`config.mk`:
```
export PLATFORM = sky130hd
export DESIGN_NAME = bnn_romex_pipe
export DESIGN_NICKNAME = d
export VERILOG_FILES = /design/src/rtl/bnn_pkg.sv /design/src/rtl/bnn_neuron0.sv /design/src/rtl/bnn_romex_pipe.sv
export SDC_FILE = /design/constraint.sdc
export NUM_CORES = 1
export LEC_CHECK = 0
export BUFFER_PORTS_ARGS = -buffer_cell sky130_fd_sc_hd__buf_2
export CORE_MARGIN = 5
export CORE_UTILIZATION = 60
export CTS_CLUSTER_SIZE = 12
export DETAILED_ROUTE_END_ITERATION = 6
export HOLD_SLACK_MARGIN = 0.05
export PLACE_DENSITY = 0.8
export REMOVE_ABC_BUFFERS = 1
export SLEW_MARGIN = 20
export SYNTH_ARGS = -nofsm -noshare
export SYNTH_HDL_FRONTEND = slang
export SYNTH_HIERARCHICAL = 1
export SYNTH_SLANG_ARGS = --single-unit
```
`constraint.sdc`:
```
create_clock -name clk -period 11.3 [get_ports clk]
set_input_delay 3.39 -clock clk [delete_from_list [all_inputs] [get_ports clk]]
set_output_delay 3.39 -clock clk [all_outputs]
set_load 0.005 [all_outputs]
```
`src/rtl/bnn_pkg.sv`:
```
// Shared types and width helpers for the BNN classifier engine.
// Latency: n/a (types and constant functions only).
// Backpressure: n/a.
package bnn_pkg;

    typedef enum logic [1:0] {
        S_IDLE = 2'd0,
        S_L0   = 2'd1,
        S_L1   = 2'd2,
        S_DONE = 2'd3
    } state_t;

    // Signed accumulator width: magnitude of FEAT_CNT*(2^FEAT_BITS-1) plus a sign bit.
    function automatic int accw(input int feat_cnt, input int feat_bits);
        return feat_bits + $clog2(feat_cnt) + 1;
    endfunction

    // Width able to hold a popcount of n bits (0..n).
    function automatic int popw(input int n);
        return $clog2(n + 1);
    endfunction

endpackage

```
`src/rtl/bnn_neuron0.sv`:
```
// One first-layer lane: signed +/-x accumulate over all features, then sign.
// Latency: purely combinational.
// Backpressure: none; the parent FSM decides when the result is captured.
module bnn_neuron0
    import bnn_pkg::*;
#(
    parameter int FEAT_CNT  = 16,
    parameter int FEAT_BITS = 4
) (
    input  logic [FEAT_CNT*FEAT_BITS-1:0] feat_i,
    input  logic [FEAT_CNT-1:0]           w_i,
    output logic                          h_o
);

    localparam int AW = accw(FEAT_CNT, FEAT_BITS);

    logic signed [AW-1:0] acc;
    logic signed [AW-1:0] xe;

    // Weight 1 adds the unsigned feature, weight 0 subtracts it.
    always_comb begin
        acc = '0;
        xe  = '0;
        for (int f = 0; f < FEAT_CNT; f++) begin
            xe                 = '0;
            xe[FEAT_BITS-1:0]  = feat_i[f*FEAT_BITS +: FEAT_BITS];
            if (w_i[f]) acc = acc + xe;
            else        acc = acc - xe;
        end
    end

    // Zero accumulates count as positive.
    assign h_o = ~acc[AW-1];

endmodule

```
`src/rtl/bnn_romex_pipe.sv`:
```
// Sequential 2-layer BNN classifier: PAR hidden neurons per cycle, then one class per cycle with argmax.
// Latency: out_valid rises ceil(HIDDEN_CNT/PAR)+CLASS_CNT cycles after the accept edge.
// Backpressure: result held in DONE until out_ready; in_ready is low from accept until the result is taken.
module bnn_romex_pipe
    import bnn_pkg::*;
#(
    parameter int FEAT_CNT   = 16,
    parameter int FEAT_BITS  = 4,
    parameter int HIDDEN_CNT = 40,
    parameter int CLASS_CNT  = 6,
    parameter int PAR        = 4,
    parameter logic [HIDDEN_CNT*FEAT_CNT-1:0]  Weights0 = '0,
    parameter logic [CLASS_CNT*HIDDEN_CNT-1:0] Weights1 = '0
) (
    input  logic                              clk,
    input  logic                              rst,
    input  logic [FEAT_CNT*FEAT_BITS-1:0]     features,
    input  logic                              in_valid,
    output logic                              in_ready,
    output logic                              out_valid,
    input  logic                              out_ready,
    output logic [$clog2(CLASS_CNT)-1:0]      prediction,
    output logic [$clog2(HIDDEN_CNT+1)-1:0]   score
);

    localparam int FW     = FEAT_CNT * FEAT_BITS;
    localparam int L0_CYC = (HIDDEN_CNT + PAR - 1) / PAR;
    localparam int CMAX   = (L0_CYC > CLASS_CNT) ? L0_CYC : CLASS_CNT;
    localparam int CW     = $clog2(CMAX);
    localparam int PW     = $clog2(CLASS_CNT);
    localparam int SW     = popw(HIDDEN_CNT);

    state_t               state_q, state_d;
    logic [CW-1:0]        cnt_q, cnt_d;
    logic [FW-1:0]        feat_q, feat_d;
    logic [HIDDEN_CNT-1:0] hid_q, hid_d;
    logic [PW-1:0]        best_idx_q, best_idx_d;
    logic [SW-1:0]        best_sc_q, best_sc_d;
    logic [PW-1:0]        pred_q, pred_d;
    logic [SW-1:0]        score_q, score_d;

    logic [FEAT_CNT-1:0]   lane_w [PAR];
    logic [PAR-1:0]        lane_h;
    logic [HIDDEN_CNT-1:0] cls_w;
    logic [SW-1:0]         cls_sc;
    logic                  take;

    // Route the weight row of neuron cnt*PAR+p to lane p; lanes past the last neuron see zeros.
    always_comb begin
        for (int p = 0; p < PAR; p++) begin
            lane_w[p] = '0;
            for (int n = 0; n < HIDDEN_CNT; n++) begin
                if (n == int'(cnt_q) * PAR + p) lane_w[p] = Weights0[n*FEAT_CNT +: FEAT_CNT];
            end
        end
    end

    for (genvar p = 0; p < PAR; p++) begin : g_lane
        bnn_neuron0 #(
            .FEAT_CNT  (FEAT_CNT),
            .FEAT_BITS (FEAT_BITS)
        ) u_lane (
            .feat_i (feat_q),
            .w_i    (lane_w[p]),
            .h_o    (lane_h[p])
        );
    end

    // XNOR-popcount of the hidden vector against the current class row; class 0 always seeds the max.
    always_comb begin
        cls_w  = '0;
        cls_sc = '0;
        for (int c = 0; c < CLASS_CNT; c++) begin
            if (c == int'(cnt_q)) cls_w = Weights1[c*HIDDEN_CNT +: HIDDEN_CNT];
        end
        for (int n = 0; n < HIDDEN_CNT; n++) begin
            cls_sc = cls_sc + SW'(hid_q[n] ~^ cls_w[n]);
        end
        take = (cnt_q == '0) || (cls_sc > best_sc_q);
    end

    // FSM next state, counters, hidden capture and argmax update.
    always_comb begin
        state_d    = state_q;
        cnt_d      = cnt_q;
        feat_d     = feat_q;
        hid_d      = hid_q;
        best_idx_d = best_idx_q;
        best_sc_d  = best_sc_q;
        pred_d     = pred_q;
        score_d    = score_q;
        case (state_q)
            S_IDLE: begin
                if (in_valid) begin
                    feat_d  = features;
                    cnt_d   = '0;
                    state_d = S_L0;
                end
            end
            S_L0: begin
                for (int n = 0; n < HIDDEN_CNT; n++) begin
                    for (int p = 0; p < PAR; p++) begin
                        if (n == int'(cnt_q) * PAR + p) hid_d[n] = lane_h[p];
                    end
                end
                if (cnt_q == CW'(L0_CYC - 1)) begin
                    cnt_d      = '0;
                    best_idx_d = '0;
                    best_sc_d  = '0;
                    state_d    = S_L1;
                end else begin
                    cnt_d = cnt_q + CW'(1);
                end
            end
            S_L1: begin
                if (take) begin
                    best_idx_d = PW'(cnt_q);
                    best_sc_d  = cls_sc;
                end
                if (cnt_q == CW'(CLASS_CNT - 1)) begin
                    pred_d  = take ? PW'(cnt_q) : best_idx_q;
                    score_d = take ? cls_sc : best_sc_q;
                    cnt_d   = '0;
                    state_d = S_DONE;
                end else begin
                    cnt_d = cnt_q + CW'(1);
                end
            end
            S_DONE: begin
                if (out_ready) state_d = S_IDLE;
            end
            default: state_d = S_IDLE;
        endcase
    end

    // State registers with synchronous reset; reset abandons any inference in flight.
    always_ff @(posedge clk) begin
        if (rst) begin
            state_q    <= S_IDLE;
            cnt_q      <= '0;
            feat_q     <= '0;
            hid_q      <= '0;
            best_idx_q <= '0;
            best_sc_q  <= '0;
            pred_q     <= '0;
            score_q    <= '0;
        end else begin
            state_q    <= state_d;
            cnt_q      <= cnt_d;
            feat_q     <= feat_d;
            hid_q      <= hid_d;
            best_idx_q <= best_idx_d;
            best_sc_q  <= best_sc_d;
            pred_q     <= pred_d;
            score_q    <= score_d;
        end
    end

    assign in_ready   = (state_q == S_IDLE);
    assign out_valid  = (state_q == S_DONE);
    assign prediction = pred_q;
    assign score      = score_q;

endmodule

```
==> flow_results.org <==
** Outcome
- The flow ran to the end, but the final reports show violations.
- The checks that failed: setup timing.

** Route
- DR WL/cell :: 17.6 µm
- Total wirelength of the detailed-routed design :: about 85000 µm
- Number of detailed-routing iterations run before antenna repair :: 5
- For this block, the initial DRC count from the detailed router was about 1800.
- The detail route stage leaves a number of antenna-violating nets equal to 0.
- The detailed router placed between 20000 and 30000 vias in this run.
- Post-route DRC violation count :: 0
- Dividing the detail-routed via count by the number of cells gives around 5.7.

** Job
- Max-capacitance violation count :: 0

** Floorplan
- Die Area :: 0.0526 mm²
- The initial utilization of the core area, before any placement, comes to 60.6%.
- Std-Cell Core Area :: 0.0476 mm²
- Y dimension of the die :: 229 µm
- Number of placement rows :: 80
- Floorplan die width :: 229 µm
- During I/O placement, the number of pins put on the boundary was 79.

** Yosys
- Seq cells post-synth :: roughly 130
- After synthesis, the largest family of logic cells by area is adder cells.
- Area share of fa/ha/maj cells after synthesis :: between 30% and 40%
- Of the post-synthesis cell area, the part taken by muxes is 5.98%.
- Fraction of the mapped netlist area in simple logic gates :: 11.2%
- Most used standard cells in the synthesized netlist :: 618 x sky130_fd_sc_hd__ha_1, 470 x sky130_fd_sc_hd__a21oi_1, 374 x sky130_fd_sc_hd__nor2_1
- Of all cell types, the one taking the most synthesized area is sky130_fd_sc_hd__ha_1.
- After Yosys synthesis, XOR and XNOR cells account for around 16% of the synthesized area.
- Prevailing post-synth register cell :: sky130_fd_sc_hd__dfxtp_1
- Synthesis warning total :: 6
- Sequential element share of the synthesized area :: around 8.9%
- Count of different cell masters after synthesis :: 68
- Asr flop ratio synth :: 0%
- Number of enable-type register cells in the synthesized netlist :: 0
- The synthesized netlist occupies a cell area of between 0.02 and 0.03 mm².
- Synthesized-area fraction occupied by ao, oa, aoi and oai cells :: 19.4%
- A synthesized cell averages a little over 8 µm².
- Ranked by total cell area, the synthesized netlist is headed by sky130_fd_sc_hd__ha_1 27%, sky130_fd_sc_hd__xnor2_1 9.9%, sky130_fd_sc_hd__dfxtp_1 8.9%, sky130_fd_sc_hd__a21oi_1 8.1%, sky130_fd_sc_hd__fa_1 6.0%.
- The cell count after synthesis came out at approximately 3600.
- Area share of the largest cell type after synthesis :: a little over a quarter
- Cell with the most instances after synthesis :: sky130_fd_sc_hd__ha_1

** STA
- Post-route clock skew :: between 20 and 30 ps
- Max transition margin :: about a third
- Final count of pins violating max slew :: 0
- Minimum setup slack in the final design :: -293 ps
- Of the available clock period, the critical path in the final layout requires 103%.
- Maximum clock rate :: approximately 0.086 GHz
- Setup violations, final :: 40
- The count of endpoints failing hold in the final timing report is 0.
- Slew @ Worst Pin :: approximately 970 ps
- Post-route minimum period :: about 12000 ps
- Setup repair after global routing could not meet its margin everywhere.

** Hold path
- Worst min-delay path category :: register to register

** Setup path
- For this run, the slowest stage of the critical path takes between 600 and 700 ps.
- Cell seen most often among critical-path stages :: sky130_fd_sc_hd__fa_2
- Arrival @ worst endpoint :: between 10000 and 15000 ps
- The worst setup path is launched from a register.
- In this run the worst path has a maximum fanout of 7.
- Required time reported for the critical path endpoint :: between 10000 and 15000 ps
- Start-to-end type of the worst setup path :: register to register
- Critical path capture point type :: register
- The setup check on the worst reg-to-reg path leaves a slack of -290 ps.
- Among all stages on the critical path, the largest delay is contributed by sky130_fd_sc_hd__fa_2.

** Placement
- Port Buffers :: a little under 80
- The congestion estimate from routability-driven global placement came to 0.913.
- In this run the cell area measured after placement is around 0.033 mm².
- The HPWL after detailed placement is just over 60000 µm.
- Place WS :: -517 ps

** GRT
- Antenna violations before repair :: 0
- Largest net degree at the start of global routing :: 75
- After global routing the overflow that remains totals 0.
- The first global-routing pass estimated ~130000 µm of wire.
- The via count of the first global-routing pass was 25854.
- Across every metal layer, demand over resource in global routing totals between 20% and 30%.

** Cells and area
- The net count of the finished layout is 4973.
- Post-route standard cell area excluding fillers :: about 0.035 mm²
- In the final layout, flip-flops and latches occupy approximately 0.0026 mm².
- Summing all multi-input logic gate instances after layout gives ~0.028 mm².
- The area growth from synthesis to layout is 22.2%.
- Antenna cell count :: 0
- The layout has approximately 3300 filler cells.
- Share of final-layout standard cells stronger than drive strength 1 :: a little under 20%

** Clock network
- Number of buffers inserted by hold repair at cts :: 0
- Bufs on Longest Clock Path :: 2
- Clock tree synthesis selected as its root buffer the cell sky130_fd_sc_hd__clkbuf_16.
- Counting the buffers created by CTS gives 17.
- CTS tree :: built
- Counting every sink on the clock net gives 128.
- Insertion delay to the later sink of the worst-skew pair :: roughly 500 ps
- Clock transition at path regs :: around 80 ps
- The clock tree synthesis step divided the H-tree into 4 levels.
[worst paths after layout]
| path | from | to | cells after the start |
|---|---|---|---|
| hold reg to reg | hid_q[4]$_SDFFE_PP0P_ | hid_q[4]$_SDFFE_PP0P_ | 2 |
| setup reg to reg | feat_q[5]$_SDFFE_PP0P_ | hid_q[17]$_SDFFE_PP0P_ | 35 |
| hold / removal | hid_q[4]$_SDFFE_PP0P_ | hid_q[4]$_SDFFE_PP0P_ | 2 |
| setup / recovery | feat_q[5]$_SDFFE_PP0P_ | hid_q[17]$_SDFFE_PP0P_ | 35 |
[logic make-up (layout without fill, tap and decap cells)]
kind of cell	after synthesis	after routing
AO/OA/AOI/OAI	904	904
XOR/XNOR	502	503
adder cells (fa/ha/maj)	705	705
buffers and inverters	429	686
flip-flops	128	128
multiplexers	157	157
other	1	376
AND/OR/NAND/NOR	754	754
[flip-flops by register name, indices dropped and copies added, names as in the netlist]
signal and cells:
best_sc_q 6, cnt_q 4, hid_q 40, state_q 2, feat_q 64, score 6
best_idx_q 3, prediction 3
[area by class of cell]
class                   count  area share [%]
clock buffers              17            1.21
multi-input cells        3399            79.4
flip-flops and latches    128            7.30
well taps                 615            2.18
repair buffers            274            5.41
inverters                 380            4.06
clock inverters            15           0.418
[layer usage]
metal	track usage (%)	share of wire, %
met5	0	0
met4	9.32	4.4
met3	3.62	5.6
met2	49.8	48
met1	37.4	42
[through the flow]
stage | hold WS (ps) | setup TNS (ps) | utilization (%) | cells
after floorplan | 430 | 0 | - | 3906
after CTS | 461 | -14.4 | 70.5 | 4805
final | 487 | -7670 | 74.1 | 4828
after detailed placement | 451 | -15560 | 68.2 | 4767
after global placement | 448 | -6010 | 68.2 | 4767
after global routing | 494 | -19870 | 74.1 | 4828
[cell usage in the layout (no fill, tap or decap), types with 13 or more instances in the layout]
cell / Yosys / routed
sky130_fd_sc_hd__ha_1: 618 / 573
sky130_fd_sc_hd__conb_1: 1 / 376
sky130_fd_sc_hd__inv_1: 372 / 360
sky130_fd_sc_hd__nor2_1: 374 / 358
sky130_fd_sc_hd__a21oi_1: 470 / 345
sky130_fd_sc_hd__xnor2_1: 328 / 273
sky130_fd_sc_hd__nand2_1: 194 / 191
sky130_fd_sc_hd__buf_4: 2 / 185
sky130_fd_sc_hd__xor2_1: 156 / 150
sky130_fd_sc_hd__a21oi_2: 10 / 126
sky130_fd_sc_hd__dfxtp_1: 128 / 124
sky130_fd_sc_hd__o21bai_1: 130 / 118
sky130_fd_sc_hd__mux2_2: 124 / 117
sky130_fd_sc_hd__a21o_1: 113 / 113
sky130_fd_sc_hd__nor3_1: 81 / 80
sky130_fd_sc_hd__buf_2: 6 / 77
sky130_fd_sc_hd__xnor2_2: 0 / 54
sky130_fd_sc_hd__o21ai_0: 62 / 53
sky130_fd_sc_hd__fa_1: 87 / 50
sky130_fd_sc_hd__ha_4: 0 / 40
sky130_fd_sc_hd__fa_2: 0 / 37
sky130_fd_sc_hd__mux2i_1: 33 / 31
sky130_fd_sc_hd__o21a_1: 19 / 19
sky130_fd_sc_hd__nand3_1: 22 / 18
sky130_fd_sc_hd__a31oi_1: 18 / 18
sky130_fd_sc_hd__inv_2: 8 / 18
sky130_fd_sc_hd__nand2b_1: 17 / 17
sky130_fd_sc_hd__nor2b_1: 22 / 17
sky130_fd_sc_hd__clkbuf_16: 0 / 17
sky130_fd_sc_hd__nor2_2: 0 / 16
sky130_fd_sc_hd__xnor3_1: 16 / 14
sky130_fd_sc_hd__o21ai_2: 4 / 13
[critical path, delay by kind of cell, from the launching register on]
| kind | cells | cell delay [ps] |
|---|---|---|
| AOI/OAI and AO/OA | 6 | 1240 |
| muxes | 2 | 420 |
| DFF | 1 | 400 |
| adders and majority gates | 16 | 7480 |
| xor gates and xnor gates | 6 | 1370 |
| and+or+nand+nor | 1 | 70 |
| buffers and inverters | 4 | 420 |
[what timing repair did]
item / 4_1_cts / 5_1_grt
gates cloned: 1 / 3
setup endpoints to repair: 40 / 40
setup buffers: 5 / 20
pin swaps: 89 / 198
resized for setup: 117 / 288
Power is not shown: default switching activity piles up to over one toggle a cycle in this logic, so the estimate is an artifact.
